--- src/rtl/arb_pkg.sv ---
// arb_pkg: shared types and helpers for the weighted round-robin arbiter
package arb_pkg;
  localparam int DEF_N = 4;
  localparam int DEF_WW = 4;
  localparam int MAX_N = 64;
  localparam int MAX_WW = 16;
  typedef enum logic {IDLE, BUSY} state_t;
  function automatic logic [MAX_N-1:0] onehot(input int unsigned idx, input int unsigned n);
    return (idx < n) ? MAX_N'(1) << idx : '0;
  endfunction
  function automatic logic [MAX_WW-1:0] clamp_weight(input logic [MAX_WW-1:0] w);
    return (w == '0) ? MAX_WW'(1) : w;
  endfunction
endpackage

--- src/rtl/rr_pick.sv ---
// rr_pick: circular priority picker starting at ptr, via double-width masked encode
module rr_pick #(
  parameter int N = 4,
  parameter int IW = $clog2(N)
) (
  input  logic [N-1:0]  req,
  input  logic [IW-1:0] ptr,
  output logic          found,
  output logic [IW-1:0] idx
);
  localparam int W2 = 2 * N;
  logic [W2-1:0] dbl;
  always_comb begin
    dbl = {req, req} & ~((W2'(1) << ptr) - W2'(1));
    found = |req;
    idx = '0;
    for (int i = W2 - 1; i >= 0; i--) if (dbl[i]) idx = IW'(i % N);
  end
endmodule

--- src/rtl/weighted_rr_arbiter.sv ---
// weighted_rr_arbiter: N-way round-robin arbiter with per-requester burst credits
module weighted_rr_arbiter
  import arb_pkg::*;
#(
  parameter int N = DEF_N,
  parameter int WW = DEF_WW,
  parameter int IW = $clog2(N)
) (
  input  logic          clk,
  input  logic          rst,
  input  logic [N-1:0]  req,
  input  logic [N*WW-1:0] weight,
  output logic [N-1:0]  grant,
  output logic          grant_valid,
  output logic [IW-1:0] grant_idx
);
  state_t st;
  logic hold, found;
  logic [IW-1:0] pick, owner, ptr, owner_n, ptr_n, idx_n;
  logic [WW-1:0] credit, credit_n, wsel;
  logic [N-1:0] grant_n;
  rr_pick #(.N(N), .IW(IW)) u_pick (.req(req), .ptr(ptr), .found(found), .idx(pick));
  always_comb begin
    st = (grant != '0) ? BUSY : IDLE;
    wsel = weight[pick*WW +: WW];
    hold = (st == BUSY) && req[owner] && (credit > WW'(1));
    grant_n = hold ? grant : found ? N'(onehot(32'(pick), N)) : '0;
    owner_n = (!hold && found) ? pick : owner;
    idx_n = (!hold && found) ? pick : grant_idx;
    ptr_n = (!hold && found) ? ((pick == IW'(N - 1)) ? '0 : pick + IW'(1)) : ptr;
    credit_n = hold ? credit - WW'(1) : found ? WW'(clamp_weight(MAX_WW'(wsel))) : credit;
  end
  always_ff @(posedge clk or posedge rst) begin
    if (rst) begin
      grant <= '0;
      owner <= '0;
      grant_idx <= '0;
      ptr <= '0;
      credit <= '0;
    end else begin
      grant <= grant_n;
      owner <= owner_n;
      grant_idx <= idx_n;
      ptr <= ptr_n;
      credit <= credit_n;
    end
  end
  assign grant_valid = |grant;
endmodule

--- config.mk ---
export PLATFORM = sky130hd
export DESIGN_NAME = weighted_rr_arbiter
export DESIGN_NICKNAME = d
export VERILOG_FILES = /design/src/rtl/arb_pkg.sv /design/src/rtl/rr_pick.sv /design/src/rtl/weighted_rr_arbiter.sv
export SDC_FILE = /design/constraint.sdc
export NUM_CORES = 1
export LEC_CHECK = 0
export ABC_AREA = 1
export BUFFER_PORTS_ARGS = -buffer_cell sky130_fd_sc_hd__clkbuf_2
export CAP_MARGIN = 30
export CORE_MARGIN = 1
export CORE_UTILIZATION = 53
export DETAILED_ROUTE_END_ITERATION = 8
export PLACE_DENSITY = 0.85
export SLEW_MARGIN = 20
export SYNTH_ARGS = -nofsm -noshare
export SYNTH_HDL_FRONTEND = slang
export SYNTH_SLANG_ARGS = --single-unit
--- constraint.sdc ---
create_clock -name clk -period 3.5 [get_ports clk]
set_input_delay 0 -clock clk [delete_from_list [all_inputs] [get_ports clk]]
set_output_delay 0 -clock clk [all_outputs]
set_load 0.005 [all_outputs]
==> results of run 1 <==
what timing repair did:
item,CTS,global route
resized for setup,0,0
hold buffers,1,0
endpoints found under the hold margin,12,0
layout make-up:
type,instances,area [um2],area share [%]
multi-input cells,90,515.5,48.41
inverters,15,56.30,5.288
clock buffers,3,22.52,2.115
flip-flops and latches,12,300.3,28.20
well taps,16,20.02,1.880
repair buffers,29,150.1,14.10
cell usage after synthesis:
cell type,n,share of area [%]
o21ai_1,1,0.57
nand2_1,28,12
nand2_4,2,2.5
dfrtp_1,12,34
a21oi_1,2,1.1
o221ai_1,1,0.99
buf_6,1,1.3
inv_2,5,2.1
o211ai_1,2,1.7
nor3_1,2,1.1
or2_1,1,0.71
nand2_2,4,2.8
inv_1,10,4.2
nor4_1,1,0.71
ha_1,7,9.9
nand3_2,1,1.1
nand3_1,23,13
a22o_1,4,4.0
o21ai_0,7,4.0
nor2_1,3,1.3
o21bai_1,1,0.85
logic make-up (layout without fill, tap and decap cells):
family,after synthesis,count (layout),share of synthesized area (%)
and+or+nand+nor,65,65,35.27
AOI/OAI and AO/OA,18,18,13.17
buffers and inverters,16,47,7.649
DFF,12,12,33.99
adders and majority gates,7,7,9.915
layer usage:
layer  up-vias  share of wire, %  wire (um)  global-route usage, %
li1        464                 -          -                      -
met4         0               1.9         38                  11.25
met1       400                48        934                  31.20
met2        33                45        883                  38.79
met3         5               5.4        106                  5.532
met5         -                 0          0                      0
power by group:
group,internal (W),switching (W)
clock network,0.0000398,0.0000440
logic,0.000244,0.000395
registers,0.000212,0.0000571
metrics by stage:
step | total power (W) | cell area [um2] | instances | utilization [%]
after CTS | 0.0009947 | 1065 | 165 | 69.87
after floorplan | 0.0007610 | 883.3 | 118 | -
after global routing | 0.001097 | 1065 | 165 | 69.87
after global placement | 0.0008864 | 1032 | 161 | 67.73
after detailed placement | 0.0009115 | 1032 | 161 | 67.73
final | 0.0009926 | 1065 | 165 | 69.87
worst reg2reg max path: stages (launching register included):
cell     delay, ps
dfrtp_1        380
inv_2           90
nand2_1         60
ha_1           190
nand2_1         60
nand2_1         60
nand2_1         50
nand2_1         50
nand2_2         70
nand2_4         80
nand2_4        150
inv_2           80
ha_1           290
nand2_1         60
o21ai_0         80
cell usage in the layout, fill, tap and decap left out:
master | synthesis | final
nor3_1 | 2 | 2
nand2_1 | 28 | 28
nor4_1 | 1 | 1
nand2_2 | 4 | 4
inv_2 | 5 | 5
nand2_4 | 2 | 2
or2_1 | 1 | 1
o221ai_1 | 1 | 1
nand3_1 | 23 | 23
o21ai_1 | 1 | 1
nand3_2 | 1 | 1
clkbuf_4 | 0 | 3
o21bai_1 | 1 | 1
nor2_1 | 3 | 3
inv_1 | 10 | 10
dfrtp_1 | 12 | 12
a21oi_1 | 2 | 2
dlygate4sd3_1 | 0 | 1
o21ai_0 | 7 | 7
o211ai_1 | 2 | 2
a22o_1 | 4 | 4
ha_1 | 7 | 7
clkbuf_2 | 0 | 28
sequential cells by signal, summed over array words and instances, names as in the netlist:
signal / flops
owner: 2
ptr: 2
grant: 4
credit: 4
path summary, 6_finish.rpt:
check                                start         to  slack (ps)  cells after the start
worst max-delay path                ptr[1]     ptr[1]        1650                     14
worst min register to register   credit[3]  credit[3]         520                      1
max in group asynchronous              rst   grant[3]        2930                      3
worst min-delay path            weight[11]  credit[3]         110                      5
worst max register to register      ptr[1]     ptr[1]        1650                     14
min in group asynchronous              rst   grant[0]         260                      3
==> results.tsv, run 1 <==
metric	value	unit
filler cell count	136	
worst ir drop on vdd	0.0004830	V
Max Fanout on Critical Path	12	
total gr overflow	0	
Setup crit start kind	flip-flop	
number of antenna diodes	0	
measured slew at the worst slew-check pin	447.2	ps
clk_lat worst skew	270	ps
worst stage delay on the critical path	380	ps
final net count	180	
# setup viols final	0	
CP bufs+invs	2	
clock sink count	12	
PD cells	932.2	nW/um2
Post-Syn Instances	118	
Worst slew margin	70.15	%
Root Buffer	clkbuf_4	
CP Data Arrival Time	2000	ps
port buffer count	28	
register area share after synthesis	33.99	%
kind of critical path	reg -> reg	
CP most frequent cell	nand2_1	
CP Capture Type	flip-flop	
Place WS	1658	ps
cell family with most CP delay	simple AND/OR/NAND/NOR gates	
Final Max Tran Viols	0	
DR WL/cell	11.88	um
Die Ht	42.83	um
ANT nets after route	0	
period utilization	52.97	%
vias in the first global route	753	
drt pass-1 iters	4	
syn nets	147	
initial antenna violation count	0	
Synth warnings	0	
synthesized cell area	883.3	um2
Top Ports	29	
hold_ws	111.1	ps
clk buf depth	2	
Tmin final	1854	ps
largest net degree at the start of global routing	13	
clk slew on worst S/H paths	70	ps
HPWL after DPL	1599	um
CTS tree	done	
maxcap violations	0	
total number of vias	902	
max frequency	539.4	MHz
RSZ-0062 raised after global routing	false	
DRC	0	
worst-path cell chain	inv_2 -> nand2_1 -> ha_1 -> nand2_1 -> nand2_1 -> nand2_1 -> nand2_1 -> nand2_2 -> nand2_4 -> nand2_4 -> inv_2 -> ha_1 -> nand2_1 -> o21ai_0	
Overall Global Routing Usage	24.42	%
Syn Area/Cell	7.486	um2
area delta synth->final	20.54	%
CP max stage cell	dfrtp_1	
Yosys reg bits	12	
cell leakage power	0.5930	nW
setup TNS	0	ps
# H-tree levels	1	
Post-Route WL	1961	um
# rows	14	
CTS Buf Count	3	
outcome	completed	
die width	42.83	um
final hold violations	0	
skew final	2.178	ps
first-pass GRT wire length	3270	um
layout cell share with drive strength beyond 1	28.86	%
Initial Utilization	57.96	%
vias per inst	5.467	
Hold Path Class	in -> reg	
Post-CTS Setup Inserts	0	
Yosys cell types	21	
Final WS setup	1646	ps
DIE AREA	1834	um2
initial DRC count	12	
core area	1524	um2
Crit path required time	3650	ps
Final GP Congestion	0.8404	
(Power assumes the default switching activity.)
==> run 2: changes to the inputs <==
--- a/config.mk
+++ b/config.mk
@@ -9,9 +9,9 @@
 export BUFFER_PORTS_ARGS = -buffer_cell sky130_fd_sc_hd__clkbuf_2
 export CAP_MARGIN = 30
 export CORE_MARGIN = 1
-export CORE_UTILIZATION = 53
+export CORE_UTILIZATION = 49
 export DETAILED_ROUTE_END_ITERATION = 8
-export PLACE_DENSITY = 0.85
+export PLACE_DENSITY = 0.8
 export SLEW_MARGIN = 20
 export SYNTH_ARGS = -nofsm -noshare
 export SYNTH_HDL_FRONTEND = slang
==> constraint.sdc (replaced) <==
create_clock -name clk -period 1.95 [get_ports clk]
set_input_delay 0 -clock clk [delete_from_list [all_inputs] [get_ports clk]]
set_output_delay 0 -clock clk [all_outputs]
set_load 0.005 [all_outputs]
==> run 2 against run 1 <==
  * Clock power is 130% higher
  * Global-route usage is 0.65 points lower
  * Wire length grew 6.9%
  * Die area grew 7.8%
  * Critical endpoint unchanged
  * Largest cell class unchanged
==> results.tsv, run 2 (synthesis gave the netlist of run 1 again) <==
metric	value	unit
DP Area	1042	um2
period utilization	95.59	%
drt pass-1 iters	4	
measured slew at the worst slew-check pin	451.8	ps
Final WS setup	85.92	ps
DR WL/cell	11.91	um
area delta synth->final	28.33	%
max frequency	536.5	MHz
# setup viols final	0	
outcome	completed	
biggest regs	credit: 4 flops, grant: 4 flops	
ANT nets after route	0	
Overall Global Routing Usage	23.77	%
PD cells	1731	nW/um2
CP max stage cell	dfrtp_1	
Max Fanout on Critical Path	8	
clk_lat worst skew	270	ps
worst-path cell chain	inv_2 -> nand2_1 -> ha_1 -> nand2_1 -> nand2_2 -> nand2_1 -> nand2_1 -> nand2_2 -> nand2_4 -> nand2_8 -> inv_4 -> ha_1 -> nand2_1 -> o21ai_1	
Final Max Tran Viols	0	
RSZ-0062 raised after global routing	true	
hold_ws	145.9	ps
skew final	2.708	ps
# H-tree levels	1	
kind of critical path	reg -> reg	
vias in the first global route	827	
CP Data Arrival Time	2020	ps
Root Buffer	clkbuf_4	
Die Ht	44.46	um
Worst slew margin	69.85	%
worst stage delay on the critical path	410	ps
initial antenna violation count	0	
CTS tree	done	
DIE AREA	1977	um2
Setup crit start kind	flip-flop	
HPWL after DPL	1600	um
Hold Path Class	in -> reg	
clk buf depth	2	
largest net degree at the start of global routing	13	
CP most frequent cell	nand2_1	
# rows	14	
core area	1594	um2
die width	44.46	um
first-pass GRT wire length	3450	um
most used cells in the layout excluding fill and tap cells	clkbuf_2, nand2_1, nand3_1	
Crit path required time	2110	ps
layout cell share with drive strength beyond 1	32.89	%
Place WS	89.94	ps
most common cell after layout, fill and taps aside	clkbuf_2	
final hold violations	0	
worst ir drop on vdd	0.001121	V
cell leakage power	0.6147	nW
clock sink count	12	
Tmin final	1864	ps
initial DRC count	21	
final net count	182	
total number of vias	913	
DRC	0	
CP Capture Type	flip-flop	
Post-Route WL	2096	um
number of antenna diodes	0	
Top Ports	29	
setup TNS	0	ps
Final GP Congestion	0.8087	
clk slew on worst S/H paths	80	ps
port buffer count	28	
final instance area	1134	um2
vias per inst	5.188	
Initial Utilization	55.42	%
CTS Buf Count	3	
maxcap violations	0	
Util after Layout	71.11	%
total gr overflow	0	
-- run 2: cell count changes in the layout (fill, tap and decap cells not counted), sizes merged --
cell    previous run  this run
nand2             34        35
clkbuf            31        32
buf                0         1
-- run 2: cell type report --
| type | count | area (um2) |
|---|---|---|
| multi-input combinational | 91 | 550.5 |
| fill | 132 | 460.4 |
| inverter | 15 | 58.81 |
| tap | 24 | 30.03 |
| sequential | 12 | 300.3 |
| clock buffer | 4 | 36.28 |
| timing repair buffer | 30 | 157.7 |
-- run 2: report_power, final --
part | switching, W | total [W] | internal, W
combinational | 0.000784 | 0.00128 | 0.000491
clock | 0.0000824 | 0.000196 | 0.000113
sequential | 0.000110 | 0.000491 | 0.000381
-- run 2: path summary, 6_finish.rpt --
kind,to,slack [ps],from,depth (start not counted)
max in group asynchronous,grant[0],1390,rst,3
worst max-delay path,ptr[1],90,ptr[0],14
worst min register to register,credit[3],520,credit[3],1
min in group asynchronous,grant[1],250,rst,3
worst max register to register,ptr[1],90,ptr[0],14
worst min-delay path,credit[0],150,weight[4],7
-- run 2: layer usage --
layer	vias to the layer above	global-route usage, %	wire, um
li1	474	-	-
met1	403	30.73	980
met2	34	39.71	979
met3	2	2.449	112
met4	0	10.91	23
met5	-	0	0
-- run 2: critical path: cells and delay by family (launching register included) --
| kind | cells | cell delay (ps) |
|---|---|---|
| and+or+nand+nor | 9 | 680 |
| buffers and inverters | 2 | 140 |
| adders and majority gates | 2 | 460 |
| DFF | 1 | 410 |
| AOI/OAI and AO/OA | 1 | 60 |
-- run 2: what timing repair did --
item / CTS / global route
setup endpoints to repair: 0 / 3
buffers inserted: 0 / 1
hold buffers: 1 / 0
resized for setup: 0 / 7
endpoints found under the hold margin: 12 / 0
-- run 2: metrics by stage --
step	power, W	std cells
CTS	0.001845	174
floorplan	0.001366	118
global placement	0.001596	169
finish	0.001962	176
global route	0.002161	176
detailed placement	0.001640	169
==> run 3: changes to the inputs <==
--- a/config.mk
+++ b/config.mk
@@ -5,13 +5,13 @@
 export SDC_FILE = /design/constraint.sdc
 export NUM_CORES = 1
 export LEC_CHECK = 0
-export ABC_AREA = 1
+export ABC_AREA = 0
 export BUFFER_PORTS_ARGS = -buffer_cell sky130_fd_sc_hd__clkbuf_2
 export CAP_MARGIN = 30
 export CORE_MARGIN = 1
-export CORE_UTILIZATION = 49
+export CORE_UTILIZATION = 41
 export DETAILED_ROUTE_END_ITERATION = 8
-export PLACE_DENSITY = 0.8
+export PLACE_DENSITY = 0.67
 export SLEW_MARGIN = 20
 export SYNTH_ARGS = -nofsm -noshare
 export SYNTH_HDL_FRONTEND = slang
==> run 3 against run 2 <==
  * The flow now finishes with violations (setup timing)
  * Largest cell class unchanged
  * Register-to-register slack got worse by 150 ps
  * Fmax decreased by 7.6%
  * Area after synthesis increased by 22%
  * Via count increased by 10%
  * Cell count increased by 1.1%
  * Highest routed layer unchanged
  * Clock skew increased by 8.7 ps
  * Global-route usage decreased by 3.5 points
  * Hold slack improved by 44 ps
  * Die area increased by 43%
==> results.tsv, run 3 <==
metric	value	unit
outcome	complete, but fails checks	
violated checks	setup timing	
worst ir drop on vdd	0.001093	V
clock network power share	8.0	%
measured slew at the worst slew-check pin	476.9	ps
worst stage delay on the critical path	440	ps
initial antenna violation count	0	
Crit path required time	2100	ps
Tmin final	2018	ps
clk buf depth	2	
DR WL/cell	14.22	um
Final WS setup	-67.64	ps
CP most frequent cell	mux2i_1	
Worst slew margin	68.17	%
WL met3	130	um
first-pass GRT wire length	4112	um
initial DRC count	16	
max frequency	495.6	MHz
layout cell share with drive strength beyond 1	41.22	%
ANT nets after route	0	
clk slew on worst S/H paths	80	ps
NetSw	0.001043	W
Int Pwr	0.001396	W
CP max stage cell	dfrtp_2	
Hold Path Class	in -> reg	
Die Ht	53.17	um
Root Buffer	clkbuf_4	
RSZ-0062 raised after global routing	true	
final instance area	1431	um2
Post-Syn Instances	112	
Sw Ratio	42.75	%
filler cell count	224	
skew final	11.39	ps
drt pass-1 iters	4	
Logic pwr share	71.8	%
most common cell after layout, fill and taps aside	clkbuf_2	
top post-synthesis cells by area	dfrtp_1, mux2i_1, ha_1	
Yosys cell types	44	
total number of vias	1004	
ys flop type	dfrtp_1	
Post-Route WL	2531	um
met1 WL	1201	um
largest net degree at the start of global routing	13	
most used cells in the layout excluding fill and tap cells	clkbuf_2, mux2i_1, dfrtp_1	
CP Capture Type	flip-flop	
Worst R2R Setup Slack	-70	ps
Synth warnings	0	
Post-synth ARST share	100.0	%
final net count	178	
period utilization	103.5	%
# rows	18	
biggest regs	credit: 4 flops, grant: 4 flops	
worst-path cell chain	buf_12 -> or3b_4 -> nand2_1 -> o21ai_4 -> buf_4 -> mux2i_1 -> mux2i_1 -> o221a_1	
DIE AREA	2827	um2
Initial Utilization	43.33	%
vias per inst	5.640	
hold_ws	190.1	ps
area delta synth->final	33.33	%
final hold violations	0	
Final Max Tran Viols	0	
WL met2	1183	um
Overall Global Routing Usage	20.27	%
port buffer count	28	
top-area cell type share of the netlist area	27.97	%
Place WS	-179.0	ps
CP Data Arrival Time	2170	ps
DRC	0	
PD cells	1704	nW/um2
Util after Layout	57.78	%
synth cell count leaders	dfrtp_1, mux2i_1, nand2_1	
cell leakage power	0.6794	nW
Top Layer Used	met4	
die width	53.17	um
Reg power frac	20.1	%
# H-tree levels	1	
core area	2477	um2
HPWL after DPL	1974	um
post-synth top area cell	dfrtp_1	
synthesized cell area	1074	um2
Syn Area/Cell	9.585	um2
kind of critical path	reg -> reg	
Setup crit start kind	flip-flop	
clk_lat worst skew	280	ps
clock sink count	12	
Final GP Congestion	0.8108	
Yosys reg bits	12	
vias in the first global route	938	
Top Ports	29	
Max Fanout on Critical Path	6	
total gr overflow	0	
syn nets	141	
# setup viols final	5	
number of antenna diodes	0	
DP Area	1309	um2
CTS tree	done	
maxcap violations	0	
register area share after synthesis	27.97	%
CTS Buf Count	3	
EDFF count, synth	0	
## run 3: changes by cell type after synthesis, moves of 3 or more
cell,delta
buf_2,+3
inv_1,-5
inv_2,-5
mux2i_1,+12
nand2_1,-19
nand2_2,-3
nand2b_1,+3
nand3_1,-22
nor3_1,+3
o21ai_0,-3
## run 3: critical path, delay by kind of cell (launching register included)
family / cells / cell delay [ps]
multiplexers: 2 / 240
flip-flops: 1 / 440
AO/OA/AOI/OAI: 2 / 340
buffers and inverters: 2 / 300
AND/OR/NAND/NOR: 2 / 580
## run 3: area by class of cell
cell class                      count  area, um2  share of cell area [%]
Sequential cell                    12      301.5                   21.07
Inverter                            5      21.27                   1.486
Tap cell                           30      37.54                   2.622
Clock buffer                        4      36.28                   2.535
Multi-Input combinational cell     90      800.8                   55.94
Timing Repair Buffer               37      234.0                   16.35
## run 3: logic make-up (layout without fill, tap and decap cells)
kind of cell	after synthesis	in the layout	share of synthesized area, %
DFF	12	12	27.97
buffers and inverters	10	46	5.244
muxes	13	13	13.29
adders and majority gates	7	7	8.158
AOI/OAI and AO/OA	35	35	27.51
and+or+nand+nor	35	35	17.83
## run 3: worst paths after layout
kind | start | to | cells after the start
worst max register to register | ptr[0] | credit[3] | 8
worst min register to register | credit[2] | credit[2] | 1
worst min-delay path | weight[9] | credit[1] | 4
worst max-delay path | ptr[0] | credit[3] | 8
max in group asynchronous | rst | ptr[0] | 3
min in group asynchronous | rst | owner[0] | 3
## run 3: routing by layer
layer  global-route usage (%)  vias to the layer above
met5                        0                        -
met4                    5.263                        0
met2                    33.97                       30
met1                    25.62                      470
met3                    5.172                        2
li1                         -                      502
## run 3: per-stage QoR
step	total power, W	instances	TNS, ps
floorplan	0.001657	112	0
detailed placement	0.002045	170	-580.9
finish	0.002439	178	-157.1
CTS	0.002401	178	-173.7
global route	0.002663	178	-719.7
global placement	0.002008	170	-496.5
## run 3: power by group through the flow
stage	clock, W	combinational [W]	sequential [W]
after floorplan	0	0.00117	0.000483
after global placement	0	0.00152	0.000490
after detailed placement	0	0.00155	0.000495
after CTS	0.000206	0.00170	0.000490
after global routing	0.000220	0.00194	0.000507
final	0.000196	0.00175	0.000490
## run 3: timing repair
item / 4_1_cts / 5_1_grt
endpoints found under the hold margin: 12 / 0
gates resized for setup: 9 / 5
hold buffers: 1 / 0
buffers inserted: 3 / 0
pin swaps: 5 / 11
setup endpoints to repair: 9 / 9
